### src/rtl/div_pkg.sv
// Shared types and constants for the sequential divider.
package div_pkg;

   localparam int DIV_WIDTH = 32;

   typedef enum logic [1:0] {
      IDLE = 2'd0,
      CALC = 2'd1,
      DONE = 2'd2
   } div_state_t;

   // Bits needed to count 0 .. value-1.
   function automatic int clog2(input int value);
      int bits;
      int rem;
      bits = 0;
      rem  = value - 1;
      while (rem > 0) begin
         bits = bits + 1;
         rem  = rem >> 1;
      end
      return bits;
   endfunction

endpackage

### src/rtl/div32x32_seq_if.sv
// Start/busy/done handshake and operand/result bus of the divider.
interface div32x32_seq_if #(parameter int WIDTH = div_pkg::DIV_WIDTH);

   logic             start;
   logic [WIDTH-1:0] a;
   logic [WIDTH-1:0] b;
   logic             busy;
   logic             done;
   logic [WIDTH-1:0] quotient;
   logic [WIDTH-1:0] remainder;
   logic             div_by_zero;

   modport master (
      output start, a, b,
      input  busy, done, quotient, remainder, div_by_zero
   );

   modport slave (
      input  start, a, b,
      output busy, done, quotient, remainder, div_by_zero
   );

endinterface

### src/rtl/div32x32_arith.sv
// Restoring-division datapath: partial remainder R, quotient/dividend shifter Q,
// captured divisor, and the one-bit-per-step subtract/restore.
module div32x32_arith
   import div_pkg::*;
#(
   parameter int WIDTH = DIV_WIDTH
) (
   input  logic             clk,
   input  logic             reset,
   input  logic             load,
   input  logic             step,
   input  logic [WIDTH-1:0] a,
   input  logic [WIDTH-1:0] b,
   output logic [WIDTH-1:0] q,
   output logic [WIDTH-1:0] q_nxt,
   output logic [WIDTH-1:0] r_nxt
);

   // R is always < b after a step, so only WIDTH bits need storing; the
   // WIDTH+1-bit partial remainder exists as the shifted value r_sh.
   logic [WIDTH-1:0] r_reg;
   logic [WIDTH-1:0] q_reg;
   logic [WIDTH-1:0] b_reg;
   logic [WIDTH:0]   r_sh;
   logic [WIDTH-1:0] q_sh;
   logic [WIDTH:0]   diff;

   // Shift {R,Q} left, trial-subtract b, restore on borrow.
   always_comb begin
      r_sh  = {r_reg, q_reg[WIDTH-1]};
      q_sh  = {q_reg[WIDTH-2:0], 1'b0};
      diff  = r_sh - {1'b0, b_reg};
      r_nxt = r_sh[WIDTH-1:0];
      q_nxt = q_sh;
      if (!diff[WIDTH]) begin
         r_nxt = diff[WIDTH-1:0];
         q_nxt = q_sh | {{(WIDTH-1){1'b0}}, 1'b1};
      end
   end

   // Operand capture on load, one quotient bit per step.
   always_ff @(posedge clk or negedge reset) begin
      if (!reset) begin
         r_reg <= '0;
         q_reg <= '0;
         b_reg <= '0;
      end else if (load) begin
         r_reg <= '0;
         q_reg <= a;
         b_reg <= b;
      end else if (step) begin
         r_reg <= r_nxt;
         q_reg <= q_nxt;
      end
   end

   assign q = q_reg;

endmodule

### src/rtl/div32x32_seq.sv
// Sequential unsigned divider: control FSM, bit counter, result registers.
//
//  state | meaning
//  ------+---------------------------------------------------------------
//  IDLE  | waiting for start; operands captured on the accepting edge
//  CALC  | one quotient bit per cycle; a zero divisor spends a single
//        | cycle here with the datapath frozen
//  DONE  | done pulse; results were written on the edge into this state
module div32x32_seq
   import div_pkg::*;
#(
   parameter int WIDTH = DIV_WIDTH
) (
   input  logic          clk,
   input  logic          reset,
   div32x32_seq_if.slave bus
);

   localparam int             CW       = clog2(WIDTH);
   localparam logic [CW-1:0]  CNT_LAST = CW'(WIDTH - 1);
   localparam logic [1:0]     ST_IDLE  = IDLE;
   localparam logic [1:0]     ST_CALC  = CALC;
   localparam logic [1:0]     ST_DONE  = DONE;

   logic [1:0]       state;
   logic [CW-1:0]    counter;
   logic             dbz_cap;
   logic [WIDTH-1:0] quotient_q;
   logic [WIDTH-1:0] remainder_q;
   logic             dbz_q;
   logic             accept;
   logic             step;
   logic             last;
   logic             b_zero;
   logic [WIDTH-1:0] q_cur;
   logic [WIDTH-1:0] q_nxt;
   logic [WIDTH-1:0] r_nxt;

   assign b_zero = (bus.b == '0);
   assign accept = (state == ST_IDLE) && bus.start;
   assign step   = (state == ST_CALC) && !dbz_cap;
   assign last   = (state == ST_CALC) && (counter == CNT_LAST);

   div32x32_arith #(.WIDTH(WIDTH)) u_arith (
      .clk   (clk),
      .reset (reset),
      .load  (accept),
      .step  (step),
      .a     (bus.a),
      .b     (bus.b),
      .q     (q_cur),
      .q_nxt (q_nxt),
      .r_nxt (r_nxt)
   );

   // State sequencing and bit counter. A zero divisor preloads the counter at
   // its terminal value so it still takes one CALC cycle before DONE.
   always_ff @(posedge clk or negedge reset) begin
      if (!reset) begin
         state   <= ST_IDLE;
         counter <= '0;
         dbz_cap <= 1'b0;
      end else begin
         case (state)
            ST_IDLE: begin
               if (bus.start) begin
                  state   <= ST_CALC;
                  counter <= b_zero ? CNT_LAST : '0;
                  dbz_cap <= b_zero;
               end
            end
            ST_CALC: begin
               counter <= counter + 1'b1;
               if (counter == CNT_LAST) begin
                  state <= ST_DONE;
               end
            end
            ST_DONE: state <= ST_IDLE;
            default: state <= ST_IDLE;
         endcase
      end
   end

   // Results are written on the edge into DONE and held until the next one.
   // With b==0 the datapath never stepped, so Q still holds the dividend.
   always_ff @(posedge clk or negedge reset) begin
      if (!reset) begin
         quotient_q  <= '0;
         remainder_q <= '0;
         dbz_q       <= 1'b0;
      end else if (last) begin
         if (dbz_cap) begin
            quotient_q  <= '1;
            remainder_q <= q_cur;
            dbz_q       <= 1'b1;
         end else begin
            quotient_q  <= q_nxt;
            remainder_q <= r_nxt;
            dbz_q       <= 1'b0;
         end
      end
   end

   assign bus.busy        = (state != ST_IDLE);
   assign bus.done        = (state == ST_DONE);
   assign bus.quotient    = quotient_q;
   assign bus.remainder   = remainder_q;
   assign bus.div_by_zero = dbz_q;

endmodule

### src/flat_wrapper.sv
// flat-port wrapper written by rule: the top's interface ports become plain ports
module div32x32_seq_flat import div_pkg::*;
#(
   parameter int WIDTH = DIV_WIDTH
)
  (clk, reset, bus_start, bus_a, bus_b, bus_busy, bus_done, bus_quotient, bus_remainder, bus_div_by_zero);
  div32x32_seq_if #(.WIDTH(WIDTH)) bus_i ();
  input  logic clk;
  input  logic reset;
  input wire logic [$bits(bus_i.start)-1:0] bus_start;
  input wire logic [$bits(bus_i.a)-1:0] bus_a;
  input wire logic [$bits(bus_i.b)-1:0] bus_b;
  output wire logic [$bits(bus_i.busy)-1:0] bus_busy;
  output wire logic [$bits(bus_i.done)-1:0] bus_done;
  output wire logic [$bits(bus_i.quotient)-1:0] bus_quotient;
  output wire logic [$bits(bus_i.remainder)-1:0] bus_remainder;
  output wire logic [$bits(bus_i.div_by_zero)-1:0] bus_div_by_zero;
  assign bus_i.start = bus_start;
  assign bus_i.a = bus_a;
  assign bus_i.b = bus_b;
  assign bus_busy = bus_i.busy;
  assign bus_done = bus_i.done;
  assign bus_quotient = bus_i.quotient;
  assign bus_remainder = bus_i.remainder;
  assign bus_div_by_zero = bus_i.div_by_zero;
  div32x32_seq #(.WIDTH(WIDTH)) u_core (.clk(clk), .reset(reset), .bus(bus_i));
endmodule
### config.mk
export PLATFORM = sky130hd
export DESIGN_NAME = div32x32_seq_flat
export DESIGN_NICKNAME = d
export VERILOG_FILES = /design/src/rtl/div_pkg.sv /design/src/rtl/div32x32_seq_if.sv /design/src/rtl/div32x32_arith.sv /design/src/rtl/div32x32_seq.sv /design/src/flat_wrapper.sv
export SDC_FILE = /design/constraint.sdc
export NUM_CORES = 1
export LEC_CHECK = 0
export CORE_ASPECT_RATIO = 1.1
export CORE_MARGIN = 2
export CORE_UTILIZATION = 55
export CTS_CLUSTER_DIAMETER = 150
export DETAILED_ROUTE_END_ITERATION = 6
export PLACE_DENSITY_LB_ADDON = 0.3
export SLEW_MARGIN = 30
export SYNTH_ARGS = -nofsm -noshare
export SYNTH_HDL_FRONTEND = slang
export SYNTH_SLANG_ARGS = --single-unit
### constraint.sdc
create_clock -name clk -period 3.9 [get_ports clk]
set_input_delay 0.78 -clock clk [delete_from_list [all_inputs] [get_ports clk]]
set_output_delay 0.78 -clock clk [all_outputs]
set_load 0.01 [all_outputs]
==> flow_metrics.py, run 1 <==
metrics = {
    "power": {
        "power.share.combinational": 0.588,
        "leakagePower_nw": 5.051,
        "peakVddDrop_mv": 0.5796,
        "p_per_area_mw_per_mm2": 1099,
        "clkPwrFrac": 0.138,
        "switching_share": 0.4456,
        "p_int_w": 0.006670,
        "seqPwrFrac": 0.274,
        "power_w": 0.01203,
        "p_sw_w": 0.005362,
    },
    "critical_path": {
        "path_cells": "inv_1 > ha_1 > fa_1 > nand2b_1 > a21oi_2 > o211a_1 > a31oi_2 > o221a_4 > o21ai_4 > a41oi_4 > xnor2_4 > buf_12 > mux2i_1 > a221o_1",
        "r2r-start": "u_core.u_arith.q[31]$_DFFE_PN0P_",
        "arrival_ns": 3.79,
        "start_kind": "register",
        "startpoint": "u_core.u_arith.q[31]$_DFFE_PN0P_",
        "crit_path_top_delay_cell": "fa_1",
        "end_kind": "register",
        "worstPathRequired_ns": 4.22,
        "slowest_delay_ns": 0.40,
        "worstSetupPathType": "register to register",
        "cp_max_fo": 36,
    },
    "floorplan": {
        "ioPinCount": 134,
        "dieArea_mm2": 0.01719,
        "die_width_um": 125.2,
        "rows": 48,
        "core_mm2": 0.01574,
        "fp.dieH_um": 137.3,
        "initial_core_util": 0.5646,
    },
    "placed_design": {
        "place_ws_ns": 0.4779,
        "io_buffers": 133,
        "gp_congestion": 0.9397,
        "hpwl_um": 16290,
    },
    "clocking": {
        "hold_buffers": 0,
        "clk_path_buf_depth": 2,
        "post_cts_buffers": 0,
        "cts_sinks": 169,
        "h-tree-depth": 4,
        "clock_latency_ns": 0.44,
        "cts_tree": "yes",
        "cts_root_buf": "clkbuf_16",
        "path_clk_slew_ns": 0.07,
        "cts-buffers-inserted": 17,
        "cts_resized": 0,
    },
    "yosys": {
        "synth_top_area_cell": "dfrtp_1",
        "synthDistinctLibCells": 52,
        "synth_fp_nets": 1093,
        "syn-cell-area_mm2": 0.008884,
        "syn-mean-instance-area_um2": 8.964,
        "synth_compound_area_frac": 0.2030,
        "synth_top_family_by_area": "compound AO/OA/AOI/OAI gates",
        "yosys-top-cells-area": "dfrtp_1, nand2_1, o21ai_0",
        "muxShareOfSynthArea": 0.03831,
        "yosysSeqAreaShare": 0.4761,
        "synth_warnings": 0,
        "ys_seq_elements": 169,
        "synthFlopType": "dfrtp_1",
        "synth-adder-area-share": 0.05014,
        "synth-edff-count": 0,
        "yosys.area_share.simple": 0.1555,
        "ys_async_sr_fraction": 1.000,
        "synth_xor_area_frac": 0.03268,
        "synth_cells": 991,
        "yosysTopAreaCellShare": 0.4761,
    },
    "job": {
        "max-cap-violations": 0,
    },
    "drt": {
        "routed_wl_um": 22990,
        "vias": 7663,
        "wire_per_inst_um": 17.54,
        "ant_nets": 0,
        "first_pass_iters": 5,
        "drt_iter0_drc": 566,
        "drc": 0,
        "vias_per_cell": 5.845,
    },
    "grt": {
        "grt_overflow": 0,
        "antenna_found_initial": 0,
        "grt_max_degree": 88,
        "grtUsageTotal": 0.2717,
        "grt_pass1_vias": 7221,
        "grt_pass1_wl_um": 37050,
    },
    "sta": {
        "slew_headroom": 0.4763,
        "period_minus_slack_ns": 3.475,
        "setup_viol": 0,
        "setup-tns-final_ns": 0,
        "hold_viol_final": 0,
        "rsz0062_at_grt": "no",
        "worst_slew_pin_slew_ns": 0.7855,
        "drv_slew": 0,
        "finClkSkew_ns": 0.006917,
        "clock.fmax_mhz": 287.8,
        "post-route-period-util": 0.8910,
        "timing.hold.ws_ns": 0.3959,
        "fin_ws_ns": 0.4250,
    },
    "cells_and_area": {
        "drive_above_1_share": 0.05761,
        "area_growth_pct": 23.28,
        "diodes": 0,
        "fin_util": 0.6960,
        "fillers": 1218,
        "finalNetCount": 1200,
    },
    "status": {
        "outcome": "finished, final reports clean",
    },
    "min_path": {
        "hp-class": "primary input to async pin",
    },
}
[critical path: cells and delay by family, from the launching register on]
family,cells,cell delay [ns]
buf+inv,2,0.35
compound gates,7,1.49
xor+xnor,1,0.19
simple gates,1,0.19
mux,1,0.15
fa+ha+maj,2,0.62
flops,1,0.35
[layout make-up]
| type | count | area [µm²] | area share |
|---|---|---|---|
| timing repair buffer | 148 | 1470 | 0.1342 |
| multi-input combinational | 723 | 4277 | 0.3905 |
| tap | 200 | 250.2 | 0.02285 |
| clock inverter | 14 | 148.9 | 0.01360 |
| sequential | 169 | 4230 | 0.3863 |
| inverter | 39 | 146.4 | 0.01337 |
| clock buffer | 18 | 429.2 | 0.03919 |
[power by group through the flow]
stage          Sequential (W)  Combinational, W  Clock (W)
2_1_floorplan         0.00322           0.00490          0
3_3_place_gp          0.00326           0.00677          0
3_5_place_dp          0.00329           0.00700          0
4_1_cts               0.00327           0.00703    0.00168
5_1_grt               0.00338           0.00780    0.00174
6_report              0.00329           0.00708    0.00166
[layout by cell type, fill, tap and decap left out, drive strengths merged, types with 5 or more instances in the layout]
cell             n
nand2          216
dfrtp          169
o21ai          135
clkdlybuf4s50  132
a21oi           67
inv             42
nor2            36
mux2i           34
ha              34
a22oi           31
and3            25
xnor2           20
clkbuf          18
buf             16
nand3           13
xor2            11
o22ai           10
nor4             8
a21o             7
nand4            6
a211oi           5
o21a             5
clkinv           5
[stage by stage]
step | instance area, µm² | instances
global route | 10950 | 1311
global placement | 10370 | 1279
finish | 10950 | 1311
floorplan | 8884 | 991
CTS | 10950 | 1311
detailed placement | 10370 | 1279
[cells by family (layout without fill, tap and decap cells)]
| kind of cell | after synthesis | after routing |
|---|---|---|
| adder cells (fa/ha/maj) | 35 | 35 |
| buffers and inverters | 99 | 219 |
| AO/OA/AOI/OAI | 299 | 299 |
| XOR/XNOR | 31 | 31 |
| flip-flops | 169 | 169 |
| AND/OR/NAND/NOR | 324 | 324 |
| multiplexers | 34 | 34 |
[metal layers]
metal,routed length [µm],vias to the layer above,track usage
met5,0,-,0
met4,541,0,0.09136
met3,1667,48,0.05592
met2,10320,319,0.4212
met1,10460,3627,0.3859
li1,-,3669,-
[worst paths after layout]
path                                                   endpoint  slack, ns  depth (start not counted)
max in group asynchronous  u_core.u_arith.b_reg[24]$_DFFE_PN0P_       2.69                          2
min                          u_core.bus.quotient[8]$_DFFE_PN0P_       0.40                          1
min reg2reg                  u_core.bus.quotient[5]$_DFFE_PN0P_       0.47                          2
min in group clk             u_core.bus.quotient[5]$_DFFE_PN0P_       0.47                          2
max reg2reg                 u_core.bus.remainder[0]$_DFFE_PN0P_       0.42                         14
max                         u_core.bus.remainder[0]$_DFFE_PN0P_       0.42                         14
[synthesized netlist by cell type (5+ instances only)]
cell type / n
xor2_1: 11
xnor2_1: 19
buf_1: 5
a211oi_1: 5
and3_1: 25
ha_1: 34
o21a_1: 5
nand2_1: 216
a21oi_1: 66
nor4_1: 8
o22ai_1: 10
o21ai_0: 134
nor2_1: 36
mux2i_1: 34
a22oi_1: 31
dfrtp_1: 169
a21o_1: 7
clkbuf_1: 52
nand3_1: 13
nand4_1: 6
inv_1: 39
No activity file was read; power rests on OpenSTA's default activity.
==> run 2, diff against run 1 <==
CORE_MARGIN = unset   (was 2)
SKIP_LAST_GASP = 1   (was unset)
==> run 2 against run 1 <==
Fmax rose by 0.36%. Die area shrank 3.0%. Non-clock buffer count rose by 1. Clock power up 10%. Sequential power hardly changed. Power rose by 2.1%. Global-route usage is 2.4 points higher. Sequential share of layout area shrank 0.16 points. Cell area is 0.47% higher. Highest routed layer unchanged.
==> flow_metrics.py, run 2 (synthesized netlist as in run 1, its figures left out) <==
metrics = {
    "sta": {
        "worst_slew_pin_slew_ns": 0.9359,
        "period_minus_slack_ns": 3.462,
        "post-route-period-util": 0.8878,
        "slew_headroom": 0.3754,
        "finClkSkew_ns": 0.006562,
        "setup-tns-final_ns": 0,
        "hold_viol_final": 0,
        "setup_viol": 0,
        "clock.fmax_mhz": 288.8,
        "drv_slew": 0,
        "rsz0062_at_grt": "no",
    },
    "placed_design": {
        "gp_congestion": 0.9037,
        "io_buffers": 133,
        "hpwl_um": 16410,
        "dpl.cell_count": 1280,
    },
    "floorplan": {
        "die_width_um": 123.2,
        "initial_core_util": 0.5646,
        "fp.dieH_um": 135.3,
        "rows": 48,
        "ioPinCount": 134,
        "dieArea_mm2": 0.01667,
        "core_mm2": 0.01574,
    },
    "clocking": {
        "clk_path_buf_depth": 2,
        "clock_latency_ns": 0.42,
        "h-tree-depth": 4,
        "post_cts_buffers": 0,
        "cts_root_buf": "clkbuf_16",
        "cts_sinks": 169,
        "cts_resized": 0,
        "hold_buffers": 0,
        "cts_tree": "yes",
        "cts-buffers-inserted": 17,
        "path_clk_slew_ns": 0.07,
    },
    "drt": {
        "vias": 7778,
        "drt_iter0_drc": 686,
        "drc": 0,
        "vias_per_cell": 5.928,
        "met3_length_um": 1710,
        "first_pass_iters": 6,
        "ant_nets": 0,
        "met2_length_um": 10780,
        "routed_wl_um": 23540,
        "top_layer": "met4",
        "wire_per_inst_um": 17.94,
        "wl_met1_um": 10540,
    },
    "min_path": {
        "hp-class": "primary input to async pin",
    },
    "grt": {
        "grtUsageTotal": 0.2952,
        "antenna_found_initial": 0,
        "grt_overflow": 0,
        "grt_pass1_vias": 7451,
        "grt_pass1_wl_um": 38030,
        "grt_max_degree": 90,
    },
    "power": {
        "switching_share": 0.4441,
        "clkPwrFrac": 0.149,
        "p_int_w": 0.006826,
        "leakagePower_nw": 5.083,
        "p_sw_w": 0.005453,
        "peakVddDrop_mv": 0.5628,
        "seqPwrFrac": 0.269,
        "p_per_area_mw_per_mm2": 1116,
        "power.share.combinational": 0.582,
    },
    "critical_path": {
        "start_kind": "register",
        "path_cells": "inv_1 > ha_1 > fa_1 > nand2b_1 > a21oi_2 > o211a_1 > a31oi_2 > o221a_4 > o21ai_4 > a41oi_4 > xnor2_4 > buf_12 > mux2i_1 > a221o_1",
        "cp_max_fo": 36,
        "crit_path_top_delay_cell": "fa_1",
        "worstSetupPathType": "register to register",
        "worstPathRequired_ns": 4.21,
        "arrival_ns": 3.77,
        "slowest_delay_ns": 0.40,
        "end_kind": "register",
    },
    "status": {
        "outcome": "finished, final reports clean",
    },
    "cells_and_area": {
        "diodes": 0,
        "finalNetCount": 1201,
        "final_common_cell": "nand2_1",
        "area_growth_pct": 23.86,
        "layout_common_cells": "nand2_1, dfrtp_1, o21ai_0",
        "drive_above_1_share": 0.05665,
        "fin_cells": 1312,
    },
    "job": {
        "max-cap-violations": 0,
    },
}
[run 2: cell count changes in the layout (fill, tap and decap cells not counted), sizes merged]
cell / change
buf: +1
clkinvlp: -3
inv: +2
bufinv: +2
clkinv: -3
clkbuf: +2
[run 2: path summary, 6_finish.rpt]
kind / slack (ns) / endpoint / start / depth (start not counted)
setup / recovery: 0.44 / u_core.bus.remainder[0]$_DFFE_PN0P_ / u_core.u_arith.q[31]$_DFFE_PN0P_ / 14
hold / removal: 0.40 / u_core.u_arith.q[28]$_DFFE_PN0P_ / reset / 1
setup reg to reg: 0.44 / u_core.bus.remainder[0]$_DFFE_PN0P_ / u_core.u_arith.q[31]$_DFFE_PN0P_ / 14
hold reg to reg: 0.46 / u_core.bus.quotient[4]$_DFFE_PN0P_ / u_core.bus.quotient[4]$_DFFE_PN0P_ / 2
max in group asynchronous: 2.55 / u_core.bus.remainder[5]$_DFFE_PN0P_ / reset / 2
min in group clk: 0.46 / u_core.bus.quotient[4]$_DFFE_PN0P_ / u_core.bus.quotient[4]$_DFFE_PN0P_ / 2
[run 2: area by class of cell]
type | instances | area (µm²)
flip-flops and latches | 169 | 4233
clock buffers | 20 | 446.7
fillers | 1199 | 4732
clock inverters | 12 | 187.7
inverters | 39 | 146.4
repair buffers | 149 | 1465
multi-input cells | 723 | 4274
well taps | 200 | 250.2
[run 2: per-stage QoR]
| stage | setup WS, ns | power, W | hold WS (ns) | util | area (µm²) |
|---|---|---|---|---|---|
| finish | 0.4376 | 0.01228 | 0.4016 | 0.6993 | 11000 |
| CTS | 0.4378 | 0.01220 | 0.4366 | 0.6993 | 11000 |
| floorplan | 0.7432 | 0.008115 | 0.4523 | - | 8884 |
| global placement | 0.5392 | 0.01002 | 0.4489 | 0.6588 | 10370 |
| global route | 0.2552 | 0.01314 | 0.4541 | 0.6993 | 11000 |
| detailed placement | 0.4280 | 0.01031 | 0.4557 | 0.6590 | 10370 |
[run 2: power groups by stage]
| stage | Clock (W) | Combinational [W] | Sequential [W] |
|---|---|---|---|
| 5_1_grt | 0.00192 | 0.00784 | 0.00338 |
| 4_1_cts | 0.00185 | 0.00707 | 0.00328 |
| 2_1_floorplan | 0 | 0.00490 | 0.00322 |
| 6_report | 0.00183 | 0.00714 | 0.00331 |
| 3_5_place_dp | 0 | 0.00701 | 0.00330 |
| 3_3_place_gp | 0 | 0.00675 | 0.00327 |
[run 2: critical path: cells and delay by family (launching register included)]
family | cells | cell delay (ns)
buffers and inverters | 2 | 0.34
multiplexers | 1 | 0.14
AO/OA/AOI/OAI | 7 | 1.53
AND/OR/NAND/NOR | 1 | 0.19
XOR/XNOR | 1 | 0.19
adder cells (fa/ha/maj) | 2 | 0.61
flip-flops | 1 | 0.34
[run 2: routing by layer]
layer  vias to the layer above  track usage
met5                         -            0
met4                         0       0.1044
met3                        40      0.05008
met2                       338       0.4522
met1                      3727       0.4225
li1                       3673            -
==> run 3, diff against run 2 <==
--- a/config.mk
+++ b/config.mk
@@ -7,5 +7,5 @@
 export LEC_CHECK = 0
 export CORE_ASPECT_RATIO = 1.1
-export CORE_UTILIZATION = 55
+export CORE_UTILIZATION = 40
 export CTS_CLUSTER_DIAMETER = 150
 export DETAILED_ROUTE_END_ITERATION = 6
==> constraint.sdc (replaced) <==
create_clock -name clk -period 3.8 [get_ports clk]
set_input_delay 0.38 -clock clk [delete_from_list [all_inputs] [get_ports clk]]
set_output_delay 0.38 -clock clk [all_outputs]
set_load 0.01 [all_outputs]
==> run 3 against run 2 <==
Cell area is 0.16% higher. Wire length is 0.11% higher. Clock-buffer cell count is 4 higher. Non-clock buffer count is 3 lower.
==> flow_metrics.py, run 3 (synthesized netlist as in run 1, its figures left out) <==
metrics = {
    "drt": {
        "vias_per_cell": 5.354,
        "ant_nets": 0,
        "drt_iter0_drc": 513,
        "wire_per_inst_um": 16.84,
        "drc": 0,
        "routed_wl_um": 23560,
        "vias": 7490,
        "first_pass_iters": 7,
    },
    "clocking": {
        "cts-buffers-inserted": 17,
        "cts_tree": "yes",
        "clk_path_buf_depth": 2,
        "path_clk_slew_ns": 0.06,
        "cts_root_buf": "clkbuf_16",
        "clock_latency_ns": 0.43,
        "cts_resized": 0,
        "cts_sinks": 169,
        "h-tree-depth": 4,
        "post_cts_buffers": 0,
        "hold_buffers": 0,
    },
    "power": {
        "peakVddDrop_mv": 0.6784,
        "leakagePower_nw": 5.024,
        "p_per_area_mw_per_mm2": 1104,
    },
    "sta": {
        "post-route-period-util": 0.9194,
        "worst_slew_pin_slew_ns": 0.8183,
        "drv_slew": 0,
        "hold_viol_final": 0,
        "timing.hold.ws_ns": 0.05106,
        "slew_headroom": 0.4545,
        "period_minus_slack_ns": 3.494,
        "finClkSkew_ns": 0.01179,
        "setup_viol": 0,
        "clock.fmax_mhz": 286.2,
        "setup-tns-final_ns": 0,
        "rsz0062_at_grt": "no",
    },
    "critical_path": {
        "worstSetupPathType": "register to register",
        "end_kind": "register",
        "reg2regPathDepth": 14,
        "worstPathRequired_ns": 4.08,
        "cp_max_fo": 36,
        "start_kind": "register",
        "arrival_ns": 3.77,
    },
    "floorplan": {
        "dieArea_mm2": 0.02281,
        "ioPinCount": 134,
        "core_mm2": 0.02158,
        "die_width_um": 144.1,
        "fp.dieH_um": 158.3,
        "initial_core_util": 0.4116,
        "rows": 56,
    },
    "placed_design": {
        "gp_congestion": 0.8775,
        "hpwl_um": 16890,
        "io_buffers": 133,
        "dpl.cell_count": 1367,
        "placed_area_mm2": 0.01048,
    },
    "grt": {
        "grt_pass1_wl_um": 38160,
        "grt_max_degree": 104,
        "grt_pass1_vias": 7295,
        "antenna_found_initial": 0,
        "grt_overflow": 0,
        "grtUsageTotal": 0.2156,
    },
    "cells_and_area": {
        "fillers": 2064,
        "drive_above_1_share": 0.05230,
        "multi_input_area_mm2": 0.004277,
        "layout_common_cells": "nand2_1, dfrtp_1, o21ai_0",
        "area_growth_pct": 24.06,
        "fin_cells": 1399,
        "final_common_cell": "nand2_1",
        "diodes": 0,
        "finalNetCount": 1198,
        "final_area_mm2": 0.01102,
        "regArea_mm2": 0.004230,
    },
    "job": {
        "max-cap-violations": 0,
    },
    "min_path": {
        "hp-class": "primary input to async pin",
    },
    "status": {
        "outcome": "finished, final reports clean",
    },
}
==> run 3: cell count changes in the layout (fill, tap and decap cells not counted), sizes merged <==
| cell | delta |
|---|---|
| clkbuf | +5 |
| buf | -4 |
| bufinv | -4 |
| clkinvlp | +2 |
| inv | -2 |
==> run 3: worst paths after layout <==
check / slack, ns / endpoint / startpoint
min reg2reg: 0.46 / u_core.bus.quotient[29]$_DFFE_PN0P_ / u_core.bus.quotient[29]$_DFFE_PN0P_
max: 0.31 / u_core.bus.remainder[17]$_DFFE_PN0P_ / u_core.u_arith.q[31]$_DFFE_PN0P_
min in group clk: 0.46 / u_core.bus.quotient[29]$_DFFE_PN0P_ / u_core.bus.quotient[29]$_DFFE_PN0P_
min: 0.05 / u_core.u_arith.b_reg[5]$_DFFE_PN0P_ / reset
max in group asynchronous: 2.85 / u_core.dbz_cap$_DFFE_PN0P_ / reset
max reg2reg: 0.31 / u_core.bus.remainder[17]$_DFFE_PN0P_ / u_core.u_arith.q[31]$_DFFE_PN0P_
==> run 3: layout make-up <==
class	instances	area share
multi-input combinational	723	0.3881
sequential	169	0.3839
timing repair buffer	146	0.1334
clock buffer	24	0.04280
tap	290	0.03292
inverter	39	0.01328
clock inverter	8	0.005677
==> run 3: report_power, final <==
part	internal (W)	switching (W)	leakage, nW
registers	0.00272	0.000653	2.09
logic	0.00317	0.00404	2.69
clock network	0.000878	0.000714	0.252
==> run 3: metrics by stage <==
step | total power (W) | util | worst slack, ns
detailed placement | 0.01056 | 0.4858 | 0.3492
global route | 0.01315 | 0.5107 | 0.08197
CTS | 0.01216 | 0.5106 | 0.3321
finish | 0.01217 | 0.5107 | 0.3064
floorplan | 0.008329 | - | 0.6432
global placement | 0.01038 | 0.4857 | 0.4105
==> run 3: per-layer routing <==
metal	routed length, µm	vias to the layer above	global-route usage
met4	426	0	0.06890
met1	11170	3588	0.3058
met2	10800	217	0.3372
met5	0	-	0
met3	1164	27	0.03218
li1	-	3658	-
==> run 3: worst max-delay path, stage by stage (launching register included) <==
cell and delay, ns:
dfrtp_1 0.34, inv_1 0.07, ha_1 0.21, fa_1 0.41, nand2b_1 0.20, a21oi_2 0.15, o211a_1 0.20, a31oi_2 0.13
o221a_4 0.30, o21ai_4 0.21, a41oi_4 0.17, xnor2_4 0.18, buf_12 0.27, mux2i_1 0.32, o21ai_0 0.13
==> variant 1: new RTL, config.mk and constraints of run 2 <==
Set the package constant `DIV_WIDTH` to 64 (it was 32).
--- a/src/rtl/div_pkg.sv
+++ b/src/rtl/div_pkg.sv
@@ -1,7 +1,7 @@
 // Shared types and constants for the sequential divider.
 package div_pkg;
 
-   localparam int DIV_WIDTH = 32;
+   localparam int DIV_WIDTH = 64;
 
    typedef enum logic [1:0] {
       IDLE = 2'd0,
Interface: changed (resized bus_a, bus_b, bus_quotient and bus_remainder); port bits go from 134 to 262. No check against the original RTL was run, so the function may have changed too.
==> variant 1 against run 2 <==
- design area increased by 100%
- sequential cell count up 161
- setup slack got worse by 0.31 ns
- critical path depth decreased by 2
- area after synthesis increased by 100%
- wire length rose by 150%
- count of clock-buffer cells in the layout rose by 30
Power is left out: it rests on default switching activity, and per cell area and clock period it moved more than threefold.
==> variant 1: results (changes against run 2) <==
[outcome]
outcome=completed  ; unchanged

[global_route]
first_global_vias=16300  ; was 7451
grt_max_degree=121  ; was 90
grt.total_usage=0.348  ; was 0.295
grt_pass1_wl_mm=89.4  ; was 38.0 mm

[critical_path]
reg2reg_depth=12  ; was 14
cp.arrival_ns=4.16  ; was 3.77 ns
ff2ff_setup_slack_ns=0.13  ; was 0.44 ns
cp_max_fo=21  ; was 36
worstSetupEndpoint=u_core.bus.remainder[34]$_DFFE_PN0P_  ; was u_core.bus.remainder[0]$_DFFE_PN0P_

[placement]
gp_congestion=0.958  ; was 0.904
dp.final_hpwl_mm=42.6  ; was 16.4 mm
port_buffers=261  ; was 133

[yosys]
yosysUniqueCellTypes=67  ; was 52
ys_warn_count=0  ; unchanged
ys_seq_area_frac=0.463  ; was 0.476
synth.top_cells.by_area=dfrtp_1 (46%), nand2_1 (7.3%), a21oi_1 (6.8%)  ; was dfrtp_1 (48%), nand2_1 (9.1%), o21ai_0 (7.5%)
synthesis.nets=2306  ; was 1093

[sta]
clock_skew_ns=0.0123  ; was 0.00656 ns
fin_hold_ws_ns=0.136  ; was 0.402 ns
relSlewSlack=0.321  ; was 0.375

[clocking]
worst_skew_pair.late_latency_ns=0.53  ; was 0.42 ns
h-tree-depth=2  ; was 4
cts_buffer_depth=3  ; was 2
cts-buffers-inserted=35  ; was 17

[routing]
drt_first_pass_iters=5  ; was 6
routed_via_density=6.07  ; was 5.93
drt-total-wl_mm=58.0  ; was 23.5 mm
drtIter0Drc=1688  ; was 686

[layout]
fill_cells=2561  ; was 1199
final_nets=2506  ; was 1201
drive_above_1_share=0.0502  ; was 0.0567

-- variant 1: final cells by class --
type | instances | area, um2 | area share
clock buffer | 50 | 992 | 0.0451
clock inverter | 11 | 128 | 0.00580
inverter | 82 | 313 | 0.0142
multi-input combinational | 1563 | 8760 | 0.398
sequential | 330 | 8260 | 0.376
tap | 420 | 526 | 0.0239
timing repair buffer | 297 | 3020 | 0.137
-- variant 1: kinds of logic after synthesis --
kind of cell    share of synthesized area
compound gates                      0.213
flops                               0.463
buf+inv                            0.0493
simple gates                        0.183
mux                                0.0164
fa+ha+maj                          0.0467
xor+xnor                           0.0290
-- variant 1: repair_timing --
action                     in CTS  in global routing
setup endpoints to repair       2                 24
pin swaps                       0                  2
gates resized for setup         1                  2
hold endpoints to repair        0                  0
setup buffers                   0                  1
-- variant 1: worst max-delay path, stage by stage, from the launching register on --
cell,delay (ns)
dfrtp_1,0.43
ha_1,0.39
a21oi_1,0.31
o21ai_1,0.22
a21oi_1,0.28
o22ai_1,0.19
o221ai_4,0.34
mux2i_2,0.33
o211a_1,0.24
buf_12,0.21
buf_4,0.26
mux2i_2,0.35
o21ai_1,0.09
-- variant 1: metrics by stage --
stage	cells	TNS (ns)	util	worst slack [ns]	cell area, um2
2_1_floorplan	2109	0	-	0.770	17800
3_3_place_gp	2690	0	0.658	0.0379	20800
3_5_place_dp	2690	0	0.658	0.00243	20800
4_1_cts	2751	0	0.694	0.0635	22000
5_1_grt	2753	-0.000166	0.695	-0.000166	22000
6_report	2753	0	0.695	0.130	22000
-- variant 1: layer usage --
metal  track usage  vias up  routed length (um)
li1              -     7732                   -
met3        0.0418      167                3590
met2         0.598      753               28300
met4         0.189        0                3500
met1         0.430     8055               22600
met5             0        -                   0
==> variant 2: new RTL, config.mk and constraints of run 2 <==
Made on the original files. Reset style: synchronous (`reset`), changed in 3 clocked blocks.
--- a/src/rtl/div32x32_arith.sv
+++ b/src/rtl/div32x32_arith.sv
@@ -39,7 +39,7 @@
    end
 
    // Operand capture on load, one quotient bit per step.
-   always_ff @(posedge clk or negedge reset) begin
+   always_ff @(posedge clk) begin
       if (!reset) begin
          r_reg <= '0;
          q_reg <= '0;
--- a/src/rtl/div32x32_seq.sv
+++ b/src/rtl/div32x32_seq.sv
@@ -55,7 +55,7 @@
 
    // State sequencing and bit counter. A zero divisor preloads the counter at
    // its terminal value so it still takes one CALC cycle before DONE.
-   always_ff @(posedge clk or negedge reset) begin
+   always_ff @(posedge clk) begin
       if (!reset) begin
          state   <= ST_IDLE;
          counter <= '0;
@@ -83,7 +83,7 @@
 
    // Results are written on the edge into DONE and held until the next one.
    // With b==0 the datapath never stepped, so Q still holds the dividend.
-   always_ff @(posedge clk or negedge reset) begin
+   always_ff @(posedge clk) begin
       if (!reset) begin
          quotient_q  <= '0;
          remainder_q <= '0;
Check against the original RTL: differs if reset is asserted again (counterexample within 4 cycles, from zero or initial values and one cycle with reset low); with reset held inactive, the same outputs for 10 cycles.
==> variant 2 against run 2 <==
- largest cell class unchanged
- first-iteration DRC count grew 24%
- area after synthesis is essentially flat
- critical path type unchanged
- sequential cell count is the same
- setup slack gained 0.055 ns
- wire length shrank 3.4%
- design area shrank 1.1%
Power is not compared: it rests on default switching activity, and its combinational part moved more than twofold at a synthesized area within 25%.
==> variant 2: results (changes against run 2) <==
[global_route]
grt_pass1_wl_mm=36.6  ; was 38.0 mm
grtUsageMet2=0.434  ; was 0.452
grt_max_degree=81  ; was 90
use_met3=0.0471  ; was 0.0501
use_met1=0.391  ; was 0.422
grt.total_usage=0.278  ; was 0.295

[placement]
port_buffers=133  ; unchanged
gp_congestion=0.911  ; was 0.904
dpl_worst_slack_ns=0.551  ; was 0.428 ns

[routing]
avgRoutedWirePerCell_um=15.9  ; was 17.9 um
drt_first_pass_iters=5  ; was 6
num_vias=8179  ; was 7778
wl_met2_mm=10.1  ; was 10.8 mm
met1_length_mm=11.0  ; was 10.5 mm

[layout]
drive_above_1_share=0.0544  ; was 0.0567
fill_cells=1323  ; was 1199
final_nets=1321  ; was 1201

[yosys]
synthesis.nets=1234  ; was 1093
ys.flop_type=dfxtp_1  ; was dfrtp_1
ys_seq_area_frac=0.380  ; was 0.476
synth.top_cells.by_area=dfxtp_1 (38%), nand2_1 (9.2%), a21boi_0 (5.4%)  ; was dfrtp_1 (48%), nand2_1 (9.1%), o21ai_0 (7.5%)
synthArstFlopShare=0  ; was 1.00
yosys-top-cells-count=nand2_1 (219), dfxtp_1 (169), o21ai_0 (70), clkbuf_1 (67), a21boi_0 (64)  ; was nand2_1 (216), dfrtp_1 (169), o21ai_0 (134), a21oi_1 (66), clkbuf_1 (52)

[critical_path]
cp_max_fo=30  ; was 36
cp.arrival_ns=3.71  ; was 3.77 ns
ff2ff_setup_slack_ns=0.49  ; was 0.44 ns
reg2reg_depth=13  ; was 14
reg2reg_from=u_core.u_arith.q[31]$_SDFFE_PN0P_  ; was u_core.u_arith.q[31]$_DFFE_PN0P_
r2r-end=u_core.bus.remainder[24]$_SDFFE_PN0P_  ; was u_core.bus.remainder[0]$_DFFE_PN0P_

[outcome]
outcome=completed  ; unchanged

[min_path]
hp-class=register to register  ; was input port to async pin

[sta]
clock_skew_ns=0.0102  ; was 0.00656 ns
worst_pin_slew_ns=0.814  ; was 0.936 ns

[clocking]
cts.repair.resized=0  ; unchanged

variant 2: cell count changes in the layout (fill, tap and decap cells not counted), moves of 9 or more:
cell and delta:
a21oi_1 -10, and3_1 -18, o21ai_0 -64, nor3b_1 +34, dfxtp_1 +168, a21boi_0 +60
dfrtp_1 -168, nor2_1 +23, nor3_1 +34, nand3_1 +32, a21o_1 +9
variant 2: worst max path at each step:
stage                                             to  slack (ns)                               from  cells past startpoint
2_1_floorplan  u_core.u_arith.r_reg[10]$_SDFFE_PP0P_        1.08  u_core.u_arith.q[31]$_SDFFE_PN0P_                     13
3_3_place_gp    u_core.u_arith.r_reg[1]$_SDFFE_PP0P_        0.67  u_core.u_arith.q[31]$_SDFFE_PN0P_                     13
6_report       u_core.bus.remainder[24]$_SDFFE_PN0P_        0.49  u_core.u_arith.q[31]$_SDFFE_PN0P_                     13
3_5_place_dp   u_core.u_arith.r_reg[24]$_SDFFE_PP0P_        0.55  u_core.u_arith.q[31]$_SDFFE_PN0P_                     13
4_1_cts        u_core.bus.remainder[24]$_SDFFE_PN0P_        0.54  u_core.u_arith.q[31]$_SDFFE_PN0P_                     13
5_1_grt        u_core.u_arith.r_reg[27]$_SDFFE_PP0P_        0.23  u_core.u_arith.q[31]$_SDFFE_PN0P_                     13
variant 2: where the power goes:
group | switching (mW) | leakage [nW] | internal (mW)
clock | 0.744 | 0.271 | 0.913
combinational | 0.735 | 2.63 | 0.553
sequential | 0.0716 | 1.38 | 1.80
variant 2: metrics by stage:
stage | hold slack (ns) | utilization | area (um2) | instances
floorplan | 0.443 | - | 8890 | 1132
finish | 0.464 | 0.691 | 10900 | 1432
CTS | 0.466 | 0.691 | 10900 | 1432
global placement | 0.451 | 0.654 | 10300 | 1400
global route | 0.487 | 0.691 | 10900 | 1432
detailed placement | 0.457 | 0.654 | 10300 | 1400
variant 2: worst max-delay path: stages, from the launching register on:
cell and delay, ns:
dfxtp_1 0.34, inv_1 0.07, ha_1 0.21, fa_1 0.41, nor2b_1 0.20, o2111ai_1 0.19
a211oi_2 0.32, o21ai_2 0.14, nand2_2 0.16, a31oi_4 0.15, xnor2_4 0.16, buf_4 0.46
mux2i_1 0.35, o21ai_0 0.12
variant 2: area by class of cell:
cell class	instances	area [um2]	share of cell area
Clock buffer	19	443	0.0407
Inverter	41	154	0.0141
Clock inverter	13	135	0.0124
Tap cell	200	250	0.0230
Multi-Input combinational cell	842	5070	0.466
Timing Repair Buffer	148	1440	0.132
Sequential cell	169	3380	0.311
variant 2: cells by family after synthesis:
group / Yosys count / share of synthesized area
adders and majority gates: 35 / 0.0501
AOI/OAI and AO/OA: 307 / 0.228
DFF: 169 / 0.380
xor gates and xnor gates: 28 / 0.0284
buffers and inverters: 121 / 0.0528
muxes: 28 / 0.0326
and+or+nand+nor: 444 / 0.228
